==> src/rtl/regfile_wb_arbiter_pkg.sv <==
// Shared constants for the register-file writeback arbiter.
// Requester indices, the zero word and small index helpers used by the
// arbiter top and its grant picker.
package regfile_wb_arbiter_pkg;

  // Fixed requester slots on the writeback bus.
  localparam int WB_REQ_ALU = 0;
  localparam int WB_REQ_LSU = 1;

  // Register address and data widths of the core's register file.
  localparam int REG_ADDR_W = 5;
  localparam int REG_W      = 32;

  localparam logic [REG_W-1:0] ZERO_WORD = '0;

  // Next index after idx in a ring of n slots.
  function automatic int wrap_inc(input int idx, input int n);
    return (idx + 1 >= n) ? 0 : idx + 1;
  endfunction

  // Upward distance from pointer p to slot i in a ring of n slots.
  function automatic int ring_dist(input int i, input int p, input int n);
    return (i >= p) ? i - p : i + n - p;
  endfunction

endpackage

==> src/rtl/regfile_wb_arbiter_picker.sv <==
// Grant picker for the writeback arbiter (module wb_rr_picker).
// Turns a request vector and a start pointer into a one-hot grant: the
// valid requester closest to the pointer (walking upward, wrapping) wins.
// A constant-zero pointer gives plain lowest-index-first priority.
module wb_rr_picker
  import regfile_wb_arbiter_pkg::*;
#(
  parameter int N_REQ = 2,
  parameter int PTR_W = 1
) (
  input  logic [N_REQ-1:0] req,
  input  logic [PTR_W-1:0] ptr,
  output logic [N_REQ-1:0] grant
);

  int best;

  // Smallest distance from the pointer among valid requesters.
  always_comb begin
    best = N_REQ;
    for (int i = 0; i < N_REQ; i++) begin
      if (req[i] && (ring_dist(i, int'(ptr), N_REQ) < best)) begin
        best = ring_dist(i, int'(ptr), N_REQ);
      end
    end
  end

  // Grant exactly the requester at that distance; distances are unique so
  // at most one bit is set, and never without its request.
  always_comb begin
    grant = '0;
    for (int i = 0; i < N_REQ; i++) begin
      grant[i] = req[i] && (ring_dist(i, int'(ptr), N_REQ) == best);
    end
  end

endmodule

==> src/rtl/regfile_wb_arbiter.sv <==
// Register-file writeback arbiter with pending-write scoreboard.
// Shares the single regfile write port among N_REQ writeback requesters
// (one grant per cycle, write port registered) and tracks one busy bit per
// architectural register for ID-stage hazard stalls.
// Configuration macro WBARB_ROUND_ROBIN_EN: defined -> round-robin grant
// order; undefined -> fixed priority, lowest requester index wins.
//
// Handshake: a requester holds req_valid/addr/data stable until its
// req_ready bit is 1; a transfer happens in the cycle valid && ready.
// req_ready is combinational, one-hot or zero, and is zero during reset.
module regfile_wb_arbiter
  import regfile_wb_arbiter_pkg::*;
#(
  parameter int N_REQ  = 2,
  parameter int ADDR_W = REG_ADDR_W,
  parameter int DATA_W = REG_W
) (
  input  logic                      clk,
  input  logic                      rst,
  input  logic [N_REQ-1:0]          req_valid,
  input  logic [N_REQ*ADDR_W-1:0]   req_addr,
  input  logic [N_REQ*DATA_W-1:0]   req_data,
  output logic [N_REQ-1:0]          req_ready,
  input  logic                      issue_valid,
  input  logic [ADDR_W-1:0]         issue_addr,
  input  logic                      flush,
  output logic                      we,
  output logic [ADDR_W-1:0]         waddr,
  output logic [DATA_W-1:0]         wdata,
  output logic [(1<<ADDR_W)-1:0]    busy
);

  localparam int PTR_W = (N_REQ > 1) ? $clog2(N_REQ) : 1;
  localparam int NREG  = 1 << ADDR_W;

  logic [N_REQ-1:0]  grant;
  logic [PTR_W-1:0]  rr_ptr;
  logic              any_grant;
  logic [ADDR_W-1:0] sel_addr;
  logic [DATA_W-1:0] sel_data;
  logic [NREG-1:0]   busy_next;

  wb_rr_picker #(
    .N_REQ (N_REQ),
    .PTR_W (PTR_W)
  ) u_picker (
    .req   (req_valid),
    .ptr   (rr_ptr),
    .grant (grant)
  );

`ifdef WBARB_ROUND_ROBIN_EN
  logic [PTR_W-1:0] next_ptr;

  // Pointer moves one past the granted requester; held when nothing granted.
  always_comb begin
    next_ptr = rr_ptr;
    for (int i = 0; i < N_REQ; i++) begin
      if (grant[i]) begin
        next_ptr = PTR_W'(wrap_inc(i, N_REQ));
      end
    end
  end

  // Round-robin pointer register.
  always_ff @(posedge clk or posedge rst) begin
    if (rst) begin
      rr_ptr <= '0;
    end else if (any_grant) begin
      rr_ptr <= next_ptr;
    end
  end
`else
  // Search always starts at requester 0: lowest index wins.
  assign rr_ptr = '0;
`endif

  // Nothing is accepted while reset is held.
  assign req_ready = rst ? '0 : grant;
  assign any_grant = |grant;

  // Steer the granted requester's address and data onto the write path.
  always_comb begin
    sel_addr = '0;
    sel_data = ZERO_WORD[DATA_W-1:0];
    for (int i = 0; i < N_REQ; i++) begin
      if (grant[i]) begin
        sel_addr = sel_addr | req_addr[i*ADDR_W +: ADDR_W];
        sel_data = sel_data | req_data[i*DATA_W +: DATA_W];
      end
    end
  end

  // Registered write port: one-cycle latency from acceptance. A grant to x0
  // is consumed but writes nothing; idle cycles hold waddr/wdata.
  always_ff @(posedge clk or posedge rst) begin
    if (rst) begin
      we    <= 1'b0;
      waddr <= '0;
      wdata <= '0;
    end else if (any_grant && (sel_addr != '0)) begin
      we    <= 1'b1;
      waddr <= sel_addr;
      wdata <= sel_data;
    end else begin
      we    <= 1'b0;
    end
  end

  // Scoreboard update: commit clears, issue sets (set applied last so a
  // newer producer stays pending), flush clears everything, x0 never busy.
  always_comb begin
    busy_next = busy;
    if (we) begin
      busy_next[waddr] = 1'b0;
    end
    if (issue_valid && (issue_addr != '0)) begin
      busy_next[issue_addr] = 1'b1;
    end
    if (flush) begin
      busy_next = '0;
    end
    busy_next[0] = 1'b0;
  end

  // Scoreboard register.
  always_ff @(posedge clk or posedge rst) begin
    if (rst) begin
      busy <= '0;
    end else begin
      busy <= busy_next;
    end
  end

endmodule

==> config.mk <==
export PLATFORM = sky130hd
export DESIGN_NAME = regfile_wb_arbiter
export DESIGN_NICKNAME = d
export VERILOG_FILES = /design/src/rtl/regfile_wb_arbiter_pkg.sv /design/src/rtl/regfile_wb_arbiter_picker.sv /design/src/rtl/regfile_wb_arbiter.sv
export SDC_FILE = /design/constraint.sdc
export NUM_CORES = 1
export LEC_CHECK = 0
export BUFFER_PORTS_ARGS = -buffer_cell sky130_fd_sc_hd__buf_2
export CORE_MARGIN = 3
export CORE_UTILIZATION = 50
export CTS_BUF_LIST = sky130_fd_sc_hd__clkbuf_16
export DETAILED_ROUTE_END_ITERATION = 10
export PLACE_DENSITY = 0.85
export SYNTH_ARGS = -nofsm -noshare
export SYNTH_HDL_FRONTEND = slang
export SYNTH_HIERARCHICAL = 1
export SYNTH_SLANG_ARGS = --single-unit
==> constraint.sdc <==
create_clock -name clk -period 4.75 [get_ports clk]
set_input_delay 0.2375 -clock clk [delete_from_list [all_inputs] [get_ports clk]]
set_output_delay 0.2375 -clock clk [all_outputs]
set_load 0.05 [all_outputs]
# Yosys cells after proc, flatten, opt, wreduce, memory -nomap -nowiden
# Cells that the tools add are included.
[word_totals]
register_bits = 69
[op_classes]
n_lt_le_gt_ge = 5
n_eq_ne = 1
n_reduce_logical = 11
bitwise = 5
n_mux = 15
[ops]
columns = ["cell", "n"]
rows = [
  ["32-bit 2-to-1 mux", 5],
  ["32-bit OR", 2],
  ["32-bit AND", 1],
  ["32-bit logical NOT", 1],
  ["32-bit NOT", 1],
  ["5-bit by 6-bit less-than comparator with 1-bit output (second input constant)", 2],
  ["1-bit demux with 5-bit select", 2],
  ["5-bit by 1-bit greater-or-equal comparator with 1-bit output (second input constant)", 2],
  ["5-bit 2-to-1 mux", 2],
  ["5-bit nonzero test", 2],
  ["1-bit logical AND", 7],
  ["2-bit 2-to-1 mux", 3],
  ["5-bit OR", 1],
  ["1-bit 2-to-1 mux", 3],
  ["1-bit by 2-bit == test with 1-bit output (first input constant)", 1],
  ["1-bit by 2-bit less-than comparator with 1-bit output (first input constant)", 1],
  ["2-bit OR reduction", 1],
]

# Depth between registers and ports, before layout
[depth]
ltp_word = 12
ltp_mapped = 6
depth_no_buf = 5

# Hierarchy
# The synthesis kept the hierarchy.
[modules_own_cells]
columns = ["mod", "n_inst", "cells_each", "area_each_um2"]
rows = [
  ["regfile_wb_arbiter", 1, 290, 3316.9],
  ["wb_rr_picker", 1, 3, 18.8],
]

# Worst setup path before layout
# Ideal clock, no wire load.
[synth_path]
kind = "input port to output port"
startpoint = "input req_valid[0]"
endpoint = "output req_ready[0]"
required_time_ns = 4.513
setup_slack_ns = 2.634
arrival_ns = 1.878
path_buffers = 2
cell_stages = 4
cell_sequence = "a21boi_0 clkbuf_1 buf_1 nor2b_1"
[synth_via]
elab_chain_len = 7
[synth_rtl]
columns = ["item", "line_no", "source"]
rows = [
  ["from (decl)", "regfile_wb_arbiter.sv:20", "input logic [N_REQ-1:0] req_valid,"],
  ["2-bit 2-to-1 mux", "regfile_wb_arbiter_picker.sv:22", "if (req[i] && (ring_dist(i, int'(ptr), N_REQ) < best)) begin"],
  ["1-bit by 2-bit less-than comparator with 1-bit output", "regfile_wb_arbiter_picker.sv:22", ""],
  ["1-bit logical AND", "regfile_wb_arbiter_picker.sv:22", ""],
  ["2-bit 2-to-1 mux", "regfile_wb_arbiter_picker.sv:22", ""],
  ["32-bit logical NOT", "regfile_wb_arbiter_picker.sv:33", "grant[i] = req[i] && (ring_dist(i, int'(ptr), N_REQ) == best);"],
  ["1-bit logical AND *", "regfile_wb_arbiter_picker.sv:33", ""],
  ["2-bit 2-to-1 mux *", "regfile_wb_arbiter.sv:79", "assign req_ready = rst ? '0 : grant;"],
  ["to (decl)", "regfile_wb_arbiter.sv:23", "output logic [N_REQ-1:0] req_ready,"],
]
# Mark *: on every way between the ends. The rest lies on a longest branch, timed or not.

# Worst setup path after layout
[layout_path]
startpoint = "input req_valid[0]"
endpoint = "register wdata[7]"
[layout_via]
elab_chain_len = 11
[layout_rtl]
columns = ["item", "line_no", "source"]
rows = [
  ["2-bit 2-to-1 mux", "regfile_wb_arbiter_picker.sv:22", ""],
  ["1-bit by 2-bit less-than comparator with 1-bit output", "regfile_wb_arbiter_picker.sv:22", ""],
  ["1-bit logical AND", "regfile_wb_arbiter_picker.sv:22", ""],
  ["2-bit 2-to-1 mux", "regfile_wb_arbiter_picker.sv:22", ""],
  ["32-bit logical NOT", "regfile_wb_arbiter_picker.sv:33", ""],
  ["1-bit logical AND *", "regfile_wb_arbiter_picker.sv:33", ""],
  ["via grant[0]", "regfile_wb_arbiter.sv:36", "logic [N_REQ-1:0] grant;"],
  ["5-bit 2-to-1 mux", "regfile_wb_arbiter.sv:87", "if (grant[i]) begin"],
  ["5-bit OR", "regfile_wb_arbiter.sv:88", "sel_addr = sel_addr | req_addr[i*ADDR_W +: ADDR_W];"],
  ["5-bit 2-to-1 mux", "regfile_wb_arbiter.sv:87", ""],
  ["5-bit nonzero test", "regfile_wb_arbiter.sv:101", "end else if (any_grant && (sel_addr != '0)) begin"],
  ["1-bit logical AND", "regfile_wb_arbiter.sv:101", ""],
  ["to (signal assigned)", "regfile_wb_arbiter.sv:104", "wdata <= sel_data;"],
  ["to (decl)", "regfile_wb_arbiter.sv:29", "output logic [DATA_W-1:0] wdata,"],
]
# The timed path passes the listed nets; every way through them passes the cells marked *.
# A chain may end at the register's enable or synchronous reset.

==> impl_results.md <==
* Critical R2R Launch: waddr[3]
* Via-to-Cell Ratio at between 5 and 6
* Fin cells at 527
* GPL Wtd Cong at ~0.9
* Max frequency at 506 MHz
* Clock Root Buffer: clkbuf_16
* Pin count of the biggest net entering global routing at 70
* Hold Path Class: primary input to async pin
* Final Cycle Share at between 40% and 50%
* Syn avg cell area at 11.4 um^2
* Crit path required time at 4.95 ns
* Skew final at between 0.003 and 0.004 ns
* Finish-stage setup viols at 0
* Row count at 29
* Slew headroom at 35.9%
* RSZ-0062 raised after global routing: false
* Worst Reg-to-Reg Cells at 3
* End of the worst register-to-register path: busy[11]
* DRT iter0 DRCs at between 90 and 100
* Arrival time worst endpoint at between 2 and 2.5 ns
* Starting density of the core at between 50% and 60%
* Synth-to-Final Area Change at 34.2%
* Via count at roughly 3000
* Wire length per cell at about 17 um
* I/O pin count at approximately 160
* Die span in y at ~88 um
* DP Wirelength at just over 6 mm
* Total power at around 1.9 mW
* Overall routing resource usage at between 20% and 30%
* Fin Setup TNS at 0 ns
* First-pass GRT wire length at 14.0 mm
* Clock Tree Buf Depth at 2
* Most area-hungry cell type in the Yosys netlist: dfrtp_1
* Gates resized, CTS repair at 0
* Number of synthesized register bits at 69
* Clock Sinks at around 70
* Post-Synthesis Cell Area at between 3000 and 4000 um^2
* Vias in the first global route at a little under 3000
* Leakage at ~2.4 nW
* DIE WIDTH at slightly below 90 um
* Crit end category: flop
* Final-report hold violation count at 0
* Die area at a little under 8000 um^2
* Placed Cells at just over 500
* Leading post-synthesis cells by cell area: dfrtp_1, mux2_4, a22o_1
* GR Overflow Total at 0
* Post-synthesis cell count at ~300
* Buffers on Ports at 155
* H-tree level count at 3
* PwrDens at 415 nW/um^2
* Final min period at about 2.0 ns
* VDD IR-drop max at 285 uV
* Core area at around 6400 um^2
* R2r setup slk at 3.25 ns
* Worst setup SP type: primary input
* Post-CTS Setup Bufs at 0
* Least-Margin Pin Slew at approximately 0.96 ns
* Finished Cell Area at 4480 um^2
* Final WL at between 8 and 9 mm
* Post-synth top area share at between 50% and 60%
* Fillers at 498
* TritonCTS buffer count at 9
* Setup slack at placement at 2.44 ns
* Status: complete, no violations
* Pins Over Slew Limit at 0
* Clk_lat worst skew at roughly 0.32 ns
* Max Cap Violations at 0
* Initial antenna violation count at 0
* Netlist cell types at 28
* DRC viols at 0
* Placed Area at roughly 4100 um^2
* Post-synthesis sequential area ratio at 51.8%
* Worst setup margin at around 2.8 ns
* Crit Path Class: primary input to flop
* Clk slew on worst S/H paths at ~0.050 ns
* Hold Buf Count CTS at 0
* CTS tree: yes
* Share of cells above drive strength 1 at between 40% and 50%
* Antenna diodes at 0
* Crit path max fanout at 39
* Layout Nets at roughly 530
* Yosys warning count at 6
* Drt pass-1 iters at 4
* Antenna Nets Post-Route at 0
logic make-up after synthesis:
group	share of synthesized area [%]
compound gates	20.9
buf+inv	3.60
flops	51.8
mux	13.6
other cells	0.112
simple gates	10.1
metal layers:
metal | vias to the layer above | track usage, % | part of all wire (%)
met5 | - | 0 | 0
met4 | 0 | 9.90 | 1.9
met3 | 15 | 6.11 | 8.8
met2 | 152 | 36.8 | 47
met1 | 1379 | 31.3 | 42
li1 | 1376 | - | -
sequential cells by signal, summed over array words and instances (netlist names):
signal / count
we: 1
wdata: 32
waddr: 5
busy: 31
worst max path at each step:
stage	startpoint	endpoint	slack, ns	cells after the start
final	req_valid[0]	wdata[7]	2.78	6
after global routing	req_valid[0]	wdata[7]	2.63	6
after CTS	req_valid[0]	wdata[7]	2.79	6
after detailed placement	req_valid[0]	wdata[8]	2.44	6
after global placement	req_valid[0]	wdata[8]	2.52	6
after floorplan	req_valid[0]	req_ready[0]	2.63	4
layout make-up:
| class | count | area, um^2 | area share, % |
|---|---|---|---|
| tap | 77 | 96.3 | 2.15 |
| multi-input combinational | 202 | 1500 | 33.6 |
| sequential | 69 | 1730 | 38.6 |
| clock buffer | 9 | 225 | 5.03 |
| timing repair buffer | 158 | 798 | 17.8 |
| inverter | 6 | 22.5 | 0.503 |
| clock inverter | 6 | 103 | 2.29 |
placed cells by master, fill, tap and decap left out, types with 4 or more instances in the layout:
cell type / instances
buf_2: 155
dfrtp_1: 69
o21ai_0: 35
a22o_1: 32
nand2_1: 32
a21oi_1: 31
mux2_4: 25
clkbuf_16: 9
mux2_2: 7
a22oi_1: 5
inv_1: 5
and3b_1: 5
nand3b_1: 5
nor3b_1: 4
or3b_2: 4
where the power goes:
part           leakage (nW)  switching, mW  internal [mW]
logic                  1.29          0.299          0.149
registers             0.901         0.0386          0.636
clock network         0.160          0.229          0.505
total                  2.35          0.566           1.29
Yosys cell counts (all sizes together):
master and instances:
nor3 1, a22o 32, or3b 4, o21ai 35
a21boi 2, nor3b 4, dfrtp 69, o41ai 2
nand3 4, clkbuf 10, nor2b 2, inv 6
nand2 32, nand3b 5, mux2 32, a22oi 5
a21oi 31, and3b 5, and3 2, or3 1
conb 1, buf 8
worst max-delay path: stages:
cell and delay (ns):
buf_2 0.11, a21boi_2 0.14, buf_4 0.25, a22oi_1 0.36, nand3_4 0.56, mux2_4 0.49
per-stage QoR:
stage	util (%)	hold slack (ns)
final	69.7	0.191
after CTS	69.7	0.188
after floorplan	-	0.301
after global routing	69.7	0.207
after global placement	64.6	0.495
after detailed placement	64.6	0.491
(Power assumes the default switching activity.)
